<file path="src/rtl/usb_tx_scheduler.sv">
// Launch sequencer for the USB transmitter: latches handshake/data requests,
// issues one launch strobe at a time, then waits for EOP and an idle gap.
module usb_tx_scheduler #(
  parameter int GAP_CYCLES     = 16,
  parameter int TIMEOUT_CYCLES = 4096,
  parameter int LEN_W          = 7
) (
  input  logic             clk,
  input  logic             rst,
  input  logic             hs_req,
  input  logic             hs_good,
  input  logic             data_req,
  input  logic [LEN_W-1:0] data_len,
  input  logic [LEN_W-1:0] fifo_count,
  input  logic             tx_done,
  input  logic             err_clr,
  output logic             tx_transmit,
  output logic             tx_send_good,
  output logic             tx_send_bad,
  output logic             hs_ack,
  output logic             data_ack,
  output logic             busy,
  output logic             timeout_err
);

  // Request protocol: a req pulse is latched as pending; the matching ack
  // pulse is emitted in the same cycle as its launch strobe, which also
  // retires the pending entry. There is no back-pressure on the req side.

  localparam int CNT_MAX = (TIMEOUT_CYCLES > GAP_CYCLES) ? TIMEOUT_CYCLES : GAP_CYCLES;
  localparam int CW      = (CNT_MAX > 1) ? $clog2(CNT_MAX) : 1;
  localparam logic [CW-1:0] GAP_LOAD = CW'(GAP_CYCLES - 1);
  localparam logic [CW-1:0] TO_LAST  = CW'(TIMEOUT_CYCLES - 1);

  typedef enum logic [1:0] {IDLE, WAIT_DONE, GAP} state_t;

  state_t           state, state_d;
  logic [CW-1:0]    cnt, cnt_d;
  logic             hs_pend, hs_good_q;
  logic             data_pend;
  logic [LEN_W-1:0] data_len_q;
  logic             launch_hs, launch_data, timeout_hit;

  always_comb begin
    state_d     = state;
    cnt_d       = cnt;
    launch_hs   = 1'b0;
    launch_data = 1'b0;
    timeout_hit = 1'b0;
    case (state)
      IDLE: begin
        // Handshakes always go first; data waits until the FIFO holds the packet.
        if (hs_pend) begin
          launch_hs = 1'b1;
          state_d   = WAIT_DONE;
          cnt_d     = '0;
        end else if (data_pend && (fifo_count >= data_len_q)) begin
          launch_data = 1'b1;
          state_d     = WAIT_DONE;
          cnt_d       = '0;
        end
      end
      WAIT_DONE: begin
        // tx_done on the terminal count wins over the timeout.
        if (tx_done) begin
          state_d = GAP;
          cnt_d   = GAP_LOAD;
        end else if (cnt == TO_LAST) begin
          timeout_hit = 1'b1;
          state_d     = GAP;
          cnt_d       = GAP_LOAD;
        end else begin
          cnt_d = cnt + CW'(1);
        end
      end
      GAP: begin
        if (cnt == '0) state_d = IDLE;
        else           cnt_d   = cnt - CW'(1);
      end
      default: state_d = IDLE;
    endcase
  end

  always_ff @(posedge clk) begin
    if (rst) begin
      state        <= IDLE;
      cnt          <= '0;
      hs_pend      <= 1'b0;
      hs_good_q    <= 1'b0;
      data_pend    <= 1'b0;
      data_len_q   <= '0;
      tx_transmit  <= 1'b0;
      tx_send_good <= 1'b0;
      tx_send_bad  <= 1'b0;
      hs_ack       <= 1'b0;
      data_ack     <= 1'b0;
      busy         <= 1'b0;
      timeout_err  <= 1'b0;
    end else begin
      state        <= state_d;
      cnt          <= cnt_d;
      tx_send_good <= launch_hs & hs_good_q;
      tx_send_bad  <= launch_hs & ~hs_good_q;
      hs_ack       <= launch_hs;
      tx_transmit  <= launch_data;
      data_ack     <= launch_data;
      busy         <= (state_d != IDLE);

      // A fresh handshake request is never lost, even in its launch cycle.
      if (hs_req) begin
        hs_pend   <= 1'b1;
        hs_good_q <= hs_good;
      end else if (launch_hs) begin
        hs_pend <= 1'b0;
      end

      if (data_req && !data_pend) begin
        data_pend  <= 1'b1;
        data_len_q <= data_len;
      end else if (launch_data) begin
        data_pend <= 1'b0;
      end

      if (timeout_hit)  timeout_err <= 1'b1;
      else if (err_clr) timeout_err <= 1'b0;
    end
  end

endmodule

</file>
<file path="config.mk">
export PLATFORM = sky130hd
export DESIGN_NAME = usb_tx_scheduler
export DESIGN_NICKNAME = d
export VERILOG_FILES = /design/src/rtl/usb_tx_scheduler.sv
export SDC_FILE = /design/constraint.sdc
export NUM_CORES = 1
export LEC_CHECK = 0
export ABC_AREA = 1
export CAP_MARGIN = 25
export CELL_PAD_IN_SITES_DETAIL_PLACEMENT = 0
export CELL_PAD_IN_SITES_GLOBAL_PLACEMENT = 1
export CORE_ASPECT_RATIO = 1.2
export CORE_MARGIN = 2
export CORE_UTILIZATION = 42
export DETAILED_ROUTE_END_ITERATION = 12
export GPL_ROUTABILITY_DRIVEN = 0
export GPL_TIMING_DRIVEN = 1
export PLACE_DENSITY_LB_ADDON = 0.1
export SLEW_MARGIN = 10
export SYNTH_ARGS = -nofsm -noshare
export SYNTH_HDL_FRONTEND = slang
export SYNTH_SLANG_ARGS = --single-unit
</file>
<file path="constraint.sdc">
create_clock -name clk -period 2.4 [get_ports clk]
set_input_delay 0.48 -clock clk [delete_from_list [all_inputs] [get_ports clk]]
set_output_delay 0.48 -clock clk [all_outputs]
set_load 0.03 [all_outputs]
</file>
==> qor.yml <==
cts:
  clock-root-buffer: "clkbuf_8"
  clk_latency_ns: 0.28
  cts.sinks: 30
  cts_buffers: 5
  cts.clk_slew.worst_paths_ns: 0.07
  cts_resized: 0
  clk_path_buf_depth: 2
  postCtsHoldBufs: 0
  htree_levels: 2
  cts_tree: "built"
  cts_setup_buffers: 0
route:
  wirelength_um: 5330
  drt-pass1-iter-count: 4
  num_vias: 2233
  vias_per_cell: 4.94
  wire_per_inst_um: 11.8
  drt_iter0_drc: 111
  ant_nets: 0
  drc: 0
timing:
  slew_headroom_pct: 68.2
  fin_crit_ns: 2.04
  period_share_pct: 85.1
  fin_setup_tns_ns: 0
  finalMaxSlewViolations: 0
  setup_viol: 0
  worst_slew_pin_slew_ns: 0.476
  finClkSkew_ns: 0.00470
  fmax_ghz: 0.490
  rsz0062_at_grt: "no"
  hold_violations: 0
power_and_ir_drop:
  ir_worst_vdd_mv: 0.365
  p_per_area_nw_per_um2: 685
  p_seq_share_pct: 36.4
  power_leakage_nw: 1.24
  p_comb_share_pct: 39.9
  swShare_pct: 41.1
  p_clk_share_pct: 23.7
  switchingPower_uw: 739
  p_int_mw: 1.06
global_route:
  grt_first_pass_wirelength_um: 9030
  use_met2_pct: 33.2
  grt_use_total_pct: 18.8
  grt_remaining_overflow: 0
  grt_use_met3_pct: 2.88
  busiest_layer: "met2"
  grt_pass1_vias: 2025
  use_met1_pct: 22.5
  grt_start_max_net_pins: 15
  antenna_found_initial: 0
worst_setup_path:
  r2r_slack_ns: 0.61
  crit_required_ns: 2.58
  critPathLaunch: "fifo_count[5]"
  r2r_cells: 10
  crit_path_end_kind: "register"
  arrival_ns: 2.22
  critPathCapture: "cnt[10]$_SDFFE_PP0P_"
  start_kind: "input pin"
  cp_max_fo: 14
  worstSetupPathType: "in2reg"
  worstReg2RegStart: "cnt[1]$_SDFFE_PP0P_"
  r2r_end: "cnt[9]$_SDFFE_PP0P_"
final_layout:
  drive_above_1_share_pct: 10.3
  finalNetCount: 423
  layout.cells.non_filler: 452
  antenna-diode-count: 0
  syn_to_final_growth_pct: 15.9
die:
  die_y_um: 84.4
  num_rows: 29
  die_w_um: 71.0
  core-area_sq_um: 5230
  die_area_sq_um: 5990
  start_util_pct: 43.3
  num_io_pins: 28
place:
  portBuffers: 27
  dp_hpwl_um: 4160
  dp.cells: 444
yosys:
  netlist_area_sq_um: 2260
  yosys_warnings: 0
  syn-instance-count: 365
  synth_nets: 399
  ys_seq_elements: 30
  synth_seq_area_share_pct: 26.5
  ys_types: 25
  synth.avg_cell_area_sq_um: 6.20
job:
  cap_violations: 0
hold_path:
  min_path_type: "reg2reg"
run_status:
  outcome: "completed"
[cell families after synthesis]
group           after synthesis  share of synthesized area (%)
simple gates                216                           43.5
buf+inv                      63                           13.2
compound gates               43                           9.62
flops                        30                           26.5
fa+ha+maj                    13                           7.19
[flip-flops by register name, indices dropped and copies added (netlist names)]
register,flops
data_pend,1
hs_good_q,1
tx_send_bad,1
state,2
data_len_q,7
hs_pend,1
busy,1
data_ack,1
timeout_err,1
cnt,12
hs_ack,1
tx_send_good,1
[worst max-delay path, cell delays in order]
cell             delay [ns]
clkdlybuf4s50_1        0.41
ha_1                   0.29
nand2_1                0.09
inv_1                  0.06
a21oi_1                0.13
nand3_1                0.11
nand2_1                0.11
nand2_2                0.18
nand2_4                0.19
nand2_1                0.07
nand2_1                0.06
nor2_1                 0.04
[cells in the mapped netlist]
library cell	instances	area [sq um]
buf_2	1	5.00
or2_2	1	6.26
nand2_2	4	25.0
nand2_4	3	33.8
ha_1	13	163
nand4_1	7	43.8
o21ai_1	1	5.00
a21oi_1	27	135
o211ai_1	1	7.51
nand3_1	35	175
buf_4	3	22.5
nor2_4	4	45.0
nor2_2	7	43.8
nand3_2	2	20.0
buf_8	1	15.0
nor2_1	47	176
nand2_1	103	387
buf_6	5	56.3
inv_1	43	161
nand3_4	1	17.5
o21ai_0	14	70.1
clkbuf_1	4	15.0
dfxtp_1	30	601
inv_2	6	22.5
nor3_1	2	10.0
[power by group through the flow]
stage,registers (mW),logic (mW),clock network [mW]
detailed placement,0.663,0.717,0
CTS,0.652,0.721,0.443
global route,0.665,0.822,0.467
floorplan,0.637,0.592,0
finish,0.654,0.717,0.425
global placement,0.666,0.715,0
[cell usage in the layout, fill, tap and decap left out, types with 2 or more instances in the layout]
cell,Yosys,layout
a21oi_1,27,27
buf_4,3,4
clkbuf_8,0,6
clkdlybuf4s50_1,0,27
dfxtp_1,30,30
ha_1,13,13
inv_1,43,43
inv_2,6,6
nand2_1,103,103
nand2_2,4,4
nand2_4,3,3
nand3_1,35,35
nand3_2,2,2
nand4_1,7,7
nor2_1,47,47
nor2_2,7,7
nor2_4,4,4
nor3_1,2,2
o21ai_0,14,14
[worst min path at each step]
stage / cells after the start / slack [ns] / end / from
final: 2 / 0.46 / tx_send_good$_SDFF_PP0_ / hs_good_q$_SDFFE_PP0P_
after global routing: 2 / 0.47 / tx_send_good$_SDFF_PP0_ / hs_good_q$_SDFFE_PP0P_
after CTS: 2 / 0.45 / tx_send_good$_SDFF_PP0_ / hs_good_q$_SDFFE_PP0P_
after detailed placement: 1 / 0.44 / tx_send_bad$_SDFF_PP0_ / hs_good_q$_SDFFE_PP0P_
after global placement: 1 / 0.45 / tx_send_bad$_SDFF_PP0_ / hs_good_q$_SDFFE_PP0P_
after floorplan: 1 / 0.42 / tx_send_bad$_SDFF_PP0_ / hs_good_q$_SDFFE_PP0P_
[metrics by stage]
step | power, mW | area (sq um) | setup WS, ns | hold slack, ns | util, %
3_5_place_dp | 1.38 | 2530 | 0.0431 | 0.441 | 48.3
3_3_place_gp | 1.38 | 2530 | 0.0831 | 0.448 | 48.3
6_report | 1.80 | 2620 | 0.358 | 0.458 | 50.2
5_1_grt | 1.95 | 2620 | 0.153 | 0.474 | 50.2
4_1_cts | 1.82 | 2620 | 0.354 | 0.450 | 50.2
2_1_floorplan | 1.23 | 2260 | 0.660 | 0.418 | -
[cell type report]
type / instances / area, sq um
clock buffers: 6 / 82.6
clock inverters: 2 / 12.5
flip-flops and latches: 30 / 601
fillers: 564 / 2600
well taps: 62 / 77.6
inverters: 49 / 184
multi-input cells: 272 / 1360
repair buffers: 31 / 300
[per-layer routing]
layer / wire (um) / up-vias
met5: 0 / -
met1: 2440 / 999
met3: 131 / 6
met4: 81 / 0
li1: - / 1194
met2: 2670 / 34
No activity file was read; power rests on OpenSTA's default activity.
